## src/rtl/matrix_store_pkg.sv

```systemverilog
// rtl/matrix_store_pkg.sv - shared constants and state encoding for the matrix store block
package matrix_store_pkg;

    localparam int ELEM_W  = 8;
    localparam int N_ELEM  = 25;
    localparam int N_WORDS = (N_ELEM + 1) / 2;
    localparam int AW      = 9;

    // A memory word carries two element slices side by side.
    localparam int WORD_W  = 16;
    localparam int HALF_W  = WORD_W / 2;

    typedef enum logic [1:0] {
        ST_IDLE   = 2'd0,
        ST_WRITE  = 2'd1,
        ST_FINISH = 2'd2
    } state_t;

    function automatic int words_for(input int n_elem);
        return (n_elem + 1) / 2;
    endfunction

endpackage

```

## src/rtl/matrix_pack_word.sv

```systemverilog
// rtl/matrix_pack_word.sv - selects two adjacent matrix elements and packs them into one memory word
module matrix_pack_word #(
    parameter int ELEM_W = 8,
    parameter int N_ELEM = 25,
    parameter int KW     = 4
) (
    input  logic [ELEM_W*N_ELEM-1:0] matrix,
    input  logic [KW-1:0]            k,
    output logic [15:0]              word
);
    import matrix_store_pkg::*;

    logic [ELEM_W-1:0] lo;
    logic [ELEM_W-1:0] hi;

    // Element 2k goes low, 2k+1 goes high; a missing odd partner reads as zero.
    always_comb begin
        lo = '0;
        hi = '0;
        for (int i = 0; i < N_ELEM; i++) begin
            if (i == 2 * int'(k))
                lo = matrix[i*ELEM_W +: ELEM_W];
            if (i == 2 * int'(k) + 1)
                hi = matrix[i*ELEM_W +: ELEM_W];
        end
        word = {HALF_W'(hi), HALF_W'(lo)};
    end

endmodule

```

## src/rtl/matrix_store.sv

```systemverilog
// rtl/matrix_store.sv - streams a snapshotted result matrix to memory as packed 16-bit words
module matrix_store #(
    parameter int ELEM_W = 8,
    parameter int N_ELEM = 25,
    parameter int AW     = 9
) (
    input  logic                     clk,
    input  logic                     reset,
    input  logic                     start,
    input  logic [AW-1:0]            base_addr,
    input  logic [ELEM_W*N_ELEM-1:0] matrix_C,
    input  logic                     mem_ready,
    output logic                     mem_wr,
    output logic [AW-1:0]            mem_addr,
    output logic [15:0]              mem_wdata,
    output logic                     busy,
    output logic                     done
);
    import matrix_store_pkg::*;

    localparam int NW = words_for(N_ELEM);
    localparam int KW = $clog2(NW + 1);
    localparam logic [KW-1:0] LAST_K = KW'(NW - 1);

    state_t                     state;
    logic [KW-1:0]              k;
    logic [KW-1:0]              k_next;
    logic [KW-1:0]              word_idx;
    logic [AW-1:0]              base_q;
    logic [ELEM_W*N_ELEM-1:0]   shadow;
    logic [15:0]                word;

    // While a word is on the bus the packer already looks one word ahead,
    // so the next word can be registered on the same edge the current one completes.
    assign k_next   = k + KW'(1);
    assign word_idx = mem_wr ? k_next : k;

    matrix_pack_word #(
        .ELEM_W (ELEM_W),
        .N_ELEM (N_ELEM),
        .KW     (KW)
    ) u_pack (
        .matrix (shadow),
        .k      (word_idx),
        .word   (word)
    );

    // Snapshot of the matrix taken with an accepted start; later input changes are invisible.
    always_ff @(posedge clk) begin
        if (state == ST_IDLE && start)
            shadow <= matrix_C;
    end

    // Control FSM: the first WRITE cycle loads the bus, then each accepted write advances k.
    always_ff @(posedge clk) begin
        if (reset) begin
            state     <= ST_IDLE;
            k         <= '0;
            base_q    <= '0;
            mem_wr    <= 1'b0;
            mem_addr  <= '0;
            mem_wdata <= '0;
            busy      <= 1'b0;
            done      <= 1'b0;
        end else begin
            case (state)
                ST_IDLE: begin
                    done <= 1'b0;
                    if (start) begin
                        state  <= ST_WRITE;
                        base_q <= base_addr;
                        k      <= '0;
                        busy   <= 1'b1;
                    end
                end
                ST_WRITE: begin
                    if (!mem_wr) begin
                        mem_wr    <= 1'b1;
                        mem_addr  <= base_q + AW'(k);
                        mem_wdata <= word;
                    end else if (mem_ready) begin
                        if (k == LAST_K) begin
                            state  <= ST_FINISH;
                            mem_wr <= 1'b0;
                            busy   <= 1'b0;
                            done   <= 1'b1;
                        end else begin
                            k         <= k_next;
                            mem_addr  <= base_q + AW'(k_next);
                            mem_wdata <= word;
                        end
                    end
                end
                ST_FINISH: begin
                    done  <= 1'b0;
                    state <= ST_IDLE;
                end
                default: begin
                    state  <= ST_IDLE;
                    mem_wr <= 1'b0;
                    busy   <= 1'b0;
                    done   <= 1'b0;
                end
            endcase
        end
    end

endmodule

```

## config.mk

```make
export PLATFORM = sky130hd
export DESIGN_NAME = matrix_store
export DESIGN_NICKNAME = d
export VERILOG_FILES = /design/src/rtl/matrix_store_pkg.sv /design/src/rtl/matrix_pack_word.sv /design/src/rtl/matrix_store.sv
export SDC_FILE = /design/constraint.sdc
export NUM_CORES = 1
export LEC_CHECK = 0
export CORE_ASPECT_RATIO = 1.5
export CORE_UTILIZATION = 50
export CTS_CLUSTER_DIAMETER = 150
export DETAILED_ROUTE_END_ITERATION = 8
export GPL_ROUTABILITY_DRIVEN = 0
export PLACE_DENSITY = 0.82
export SYNTH_ARGS = -nofsm -noshare
export SYNTH_HDL_FRONTEND = slang
export SYNTH_SLANG_ARGS = --single-unit
```

## constraint.sdc

```tcl
create_clock -name clk -period 23.2 [get_ports clk]
set_input_delay 2.32 -clock clk [delete_from_list [all_inputs] [get_ports clk]]
set_output_delay 2.32 -clock clk [all_outputs]
set_load 0.05 [all_outputs]
```

Yosys cells after proc, flatten, opt, wreduce, memory -nomap -nowiden --
Cells that the tools add are included.
Operators by class: shifts and indexed selects 0, magnitude comparators 0, multiplexer cells 64, divide/modulo/power cells 0, reduce and logical (&&, ||, !) cells 13, equal/unequal tests 46, bitwise gates (word level) 2, $add $sub $neg 4, multipliers 0
Operators with widths (number):
- 8-bit two-way mux | 38
- 6-bit by 32-bit equality test with 1-bit output, first input constant | 9
- 5-bit by 32-bit equality test with 1-bit output, first input constant | 6
- 32-bit zero test | 2
- 16-bit two-way mux | 3
- 4-bit equality test, first input constant | 8
- 9-bit two-way mux | 3
- 3-bit by 6-bit equality test with 1-bit output, first input constant | 4
- 4-bit two-way mux | 5
- 9-bit by 4-bit adder with 9-bit output | 2
- 2-bit != test, second input constant | 7
- 2-bit by 6-bit equality test with 1-bit output, first input constant | 2
- 3-bit by 4-bit equality test with 1-bit output, first input constant | 3
- 4-bit by 6-bit equality test with 1-bit output, first input constant | 2
- 5-bit AND reduction | 2
- 2-bit two-way mux | 4
- 4-bit case mux with 2 select lines | 1
- 1-bit two-way mux | 7
- 5-bit by 1-bit adder with 6-bit output, second input constant | 1
- 1-bit by 6-bit equality test with 1-bit output, first input constant | 1
- 3-bit AND reduction | 2
- 4-bit by 1-bit adder with 4-bit output, second input constant | 1
- 2-bit by 4-bit equality test with 1-bit output, first input constant | 1
- 4-bit equality test, second input constant | 1
- other kinds (12) | 14
Word-level totals: ROM bits 0, bits in registers 243, RAM bits 0, logic and storage cells 138, output and inout port bits 28, memories 0, bits of input ports 213, bits in latches 0

Logic depth before layout (Yosys ltp) --
depth after elaboration 32, depth in mapped cells 15, gate-level depth less buffers 11

By module --
Synthesis repeated with hierarchy kept, for this count alone.
Unflattened totals: cell total of the unflattened synthesis 762, area, all modules 10107.2 µm²
Modules (own cells, without submodules):
- matrix_store | cells each 431, sequential area each 6866.6 µm², area each 7902.6 µm², times used 1
- matrix_pack_word | cells each 331, sequential area each 0.0 µm², area each 2204.6 µm², times used 1

Worst setup path before layout --
Ideal clock, no wire load.
kind input port to flip-flop, start input port start, end register shadow[0], enable pin, stages on the path 4, path buffers 1, library setup time 644 ps, arrival 8336 ps, path slack 14220 ps, path through nand2_1 > or2_2 > inv_1 > clkbuf_1
Between the ends: word-level cells in the longest chain between the ends 1
RTL lines:
- start, declared | RTL line matrix_store.sv:9 | input logic start,
- 1-bit logical AND | RTL line matrix_store.sv:50 | if (state == ST_IDLE && start)
- end signal, assigned | RTL line matrix_store.sv:51 | shadow <= matrix_C;
- end, declared | RTL line matrix_store.sv:30 | logic [ELEM_W*N_ELEM-1:0] shadow;
No other way between the ends. A chain may end at the register's enable or synchronous reset.

Final worst setup path --
start input port start, end register shadow[184], enable pin
The elaborated chain is that of the path after synthesis.

==> results.py <==
metrics = {
    "timing": {
        "fmax_mhz": 206,
        "rsz0062_at_grt": "no",
        "finClkSkew_ns": 0.0108,
        "drv_slew": 0,
        "setup_viol": 0,
        "hold_viol_final": 0,
        "finalWorstSetupSlack_ns": 18.34,
        "worst_pin_slew_ns": 1.07,
        "layout_worst_path_cycle_share": 0.210,
        "setup-tns-final_ns": 0,
        "min_period_ns": 4.86,
        "slew-limit-headroom": 0.281,
    },
    "drt": {
        "num_vias": 6883,
        "dr.pass1.iters": 5,
        "drc": 0,
        "drtIter0Drc": 508,
        "ant_nets": 0,
        "drt_wl_total_um": 25100,
        "wire_per_inst_um": 20.4,
        "viasPerCell": 5.59,
    },
    "critical_path": {
        "cp-end-kind": "flop",
        "crit_family": "buffers and inverters",
        "start_kind": "primary input",
        "reg2reg_to": "mem_addr[7]",
        "timing.critical_path.cells": "clkdlybuf4s50_1 > nand2_1 > or2_2 > inv_8 > buf_4",
        "r2r_cells": 12,
        "worst-path-max-fanout": 126,
        "rrSetupSlack_ns": 19.08,
        "crit_type": "primary input to flop",
        "worstReg2RegStart": "k[1]",
        "max_stage_delay_ns": 0.93,
        "worstPathArrival_ns": 4.98,
        "critPathRequiredTime_ns": 23.32,
        "path_buf_inv": 3,
        "slowest_stage": "buf_4",
    },
    "clocking": {
        "clock_latency_ns": 0.50,
        "htreeDepth": 1,
        "path_clk_slew_ns": 0.06,
        "cts_buffers": 23,
        "clock_sinks": 243,
        "cts_root_buf": "clkbuf_16",
        "cts_max_path_buffers": 3,
        "cts_tree": "done",
        "postCtsHoldBufs": 0,
        "cts_setup_buffers": 0,
        "cts_resized": 0,
    },
    "worst_hold_path": {
        "hold_path.class": "flop to flop",
        "hold_end": "mem_addr[3]",
        "min_path_cells": 2,
        "hold_start": "mem_addr[3]",
    },
    "floorplanning": {
        "die-area_sq_um": 20600,
        "die_w_um": 118,
        "core_area_sq_um": 19700,
        "ios": 241,
        "rows": 63,
        "die_y_um": 175,
        "initial_utilization": 0.509,
    },
    "final_layout": {
        "fin_nets": 1171,
        "final_area_sq_um": 13400,
        "area_delta_synth_final_pct": 33.4,
        "fillCellCount": 1428,
        "final_util": 0.678,
        "layout-drive-gt1-share": 0.0850,
    },
    "power_and_ir_drop": {
        "p_per_area_nw_per_um2": 75.3,
        "leakage_nw": 4.55,
        "power.total_mw": 1.01,
        "peakVddDrop_mv": 0.0700,
    },
    "placement": {
        "dp_hpwl_um": 17900,
        "dp_slack_ns": 17.86,
        "placed_cell_area_sq_um": 12600,
        "io_buffers": 240,
    },
    "global_routing": {
        "grt_antenna_before_repair": 7,
        "grt.total_usage": 0.240,
        "grt_pass1_vias": 6969,
        "grt.met2_usage": 0.446,
        "grt_pass1_wl_um": 37600,
        "grt_overflow": 0,
        "use_met3": 0.0406,
        "grt_max_degree": 127,
        "grt_use_met1": 0.267,
        "busiest_layer": "met2",
    },
    "yosys": {
        "syn_area_sq_um": 10000,
        "synth.avg_cell_area_sq_um": 13.9,
        "seq_area_frac_synth": 0.685,
        "synth_edf_count": 200,
        "synth.distinct_cells": 69,
        "synth-seq-cells": 243,
        "dominantRegCellSynth": "edfxtp_1",
        "ys_warn_count": 0,
        "synthCells": 719,
        "async_flop_share": 0,
        "postSynthNetCount": 939,
    },
    "outcome": {
        "status": "completed",
    },
    "run": {
        "cap_violations": 0,
    },
}
[through the flow]
stage	hold slack [ns]	std cells
3_3_place_gp	0.438	1186
6_report	0.455	1232
4_1_cts	0.457	1225
2_1_floorplan	0.441	719
5_1_grt	0.469	1232
3_5_place_dp	0.444	1186
[routing by layer]
metal / wire length, um / up-vias
met5: 0 / -
met4: 1010 / 0
met3: 1570 / 57
met2: 13700 / 287
met1: 8840 / 3315
li1: - / 3224
[cell usage in the layout, fill, tap and decap left out, types with 8 or more instances in the layout]
master           synthesis  final
a21oi_1                 55     55
a32oi_1                  9      9
buf_4                    5      8
clkbuf_16                0     23
clkdlybuf4s50_1          0    240
dfxtp_1                 43     43
edfxtp_1               200    200
inv_1                   13     12
mux2i_1                 26     26
mux4_2                  17     17
nand2_1                 98     98
nand3_1                 10     10
nor2_1                  39     38
nor3_1                  16     16
o21ai_0                 19     19
o221ai_1                 9      9
o22ai_1                 15     15
[worst min-delay path, stage by stage (launching register included)]
cell and delay, ns:
dfxtp_1 0.31, nand2_1 0.05, a21oi_1 0.05
[power by group]
group	internal [mW]	leakage (nW)	switching, mW	total, mW
Clock	0.221	0.366	0.154	0.374
Sequential	0.504	2.27	0.00935	0.513
Combinational	0.0588	1.92	0.0603	0.119
[synth_stat cells, types with 2 or more instances]
cell,instances,share of area
xnor2_1,6,0.0052
nand4_1,3,0.0019
or2_2,4,0.0025
ha_1,6,0.0075
buf_4,5,0.0037
a22o_1,6,0.0052
o21a_1,2,0.0015
nor2_1,39,0.015
mux4_2,17,0.038
o21ai_1,2,0.0010
nand3_1,10,0.0050
a21o_1,3,0.0022
a32oi_1,9,0.0079
xor2_1,2,0.0017
buf_6,4,0.0045
a21oi_1,55,0.027
inv_2,2,0.00075
a2bb2oi_1,4,0.0035
a221oi_1,4,0.0035
mux2i_1,26,0.026
edfxtp_1,200,0.60
buf_2,17,0.0085
o22ai_1,15,0.0094
nor3_1,16,0.0080
clkbuf_1,14,0.0052
dfxtp_1,43,0.086
o211a_1,2,0.0020
a211oi_1,7,0.0052
o221ai_1,9,0.0079
a31o_1,3,0.0026
and3_1,4,0.0025
inv_1,13,0.0049
nand2_1,98,0.037
o21ai_0,19,0.0095
o31ai_1,2,0.0015
nor2_2,2,0.0012
a31oi_1,3,0.0019
nand2b_1,6,0.0037
o31ai_2,2,0.0025
o2bb2ai_1,2,0.0017
mux2_2,3,0.0034
or3_1,2,0.0012
a211o_1,2,0.0017
[final cells by class]
| cell class | instances | area (sq um) | share of cell area |
|---|---|---|---|
| multi-input cells | 420 | 2880 | 0.216 |
| inverters | 15 | 63.8 | 0.00477 |
| diodes | 7 | 17.5 | 0.00131 |
| repair buffers | 248 | 2460 | 0.184 |
| clock buffers | 34 | 667 | 0.0499 |
| well taps | 260 | 325 | 0.0243 |
| flip-flops and latches | 243 | 6870 | 0.514 |
| clock inverters | 5 | 80.1 | 0.00599 |
[worst max path at each step]
| stage | depth (start not counted) | from | slack [ns] | to |
|---|---|---|---|---|
| 6_report | 5 | start | 18.34 | shadow[184] |
| 5_1_grt | 7 | start | 18.16 | base_q[4] |
| 4_1_cts | 5 | start | 18.38 | shadow[139] |
| 3_5_place_dp | 5 | start | 17.86 | shadow[136] |
| 3_3_place_gp | 5 | start | 17.92 | shadow[139] |
| 2_1_floorplan | 4 | start | 14.22 | shadow[0] |
[state kept, by name, indices dropped and copies added, names as in the netlist]
| name | cells |
|---|---|
| busy | 1 |
| mem_wr | 1 |
| done | 1 |
| mem_addr | 9 |
| base_q | 9 |
| mem_wdata | 16 |
| state | 2 |
| shadow | 200 |
| k | 4 |
[cells by family after synthesis]
kind of cell,Yosys count,synth area share
buf+inv,56,0.0280
xor+xnor,9,0.00974
flops,243,0.685
fa+ha+maj,7,0.00949
simple gates,189,0.0813
mux,47,0.0698
compound gates,168,0.117
Power figures use the tool's default switching activity.
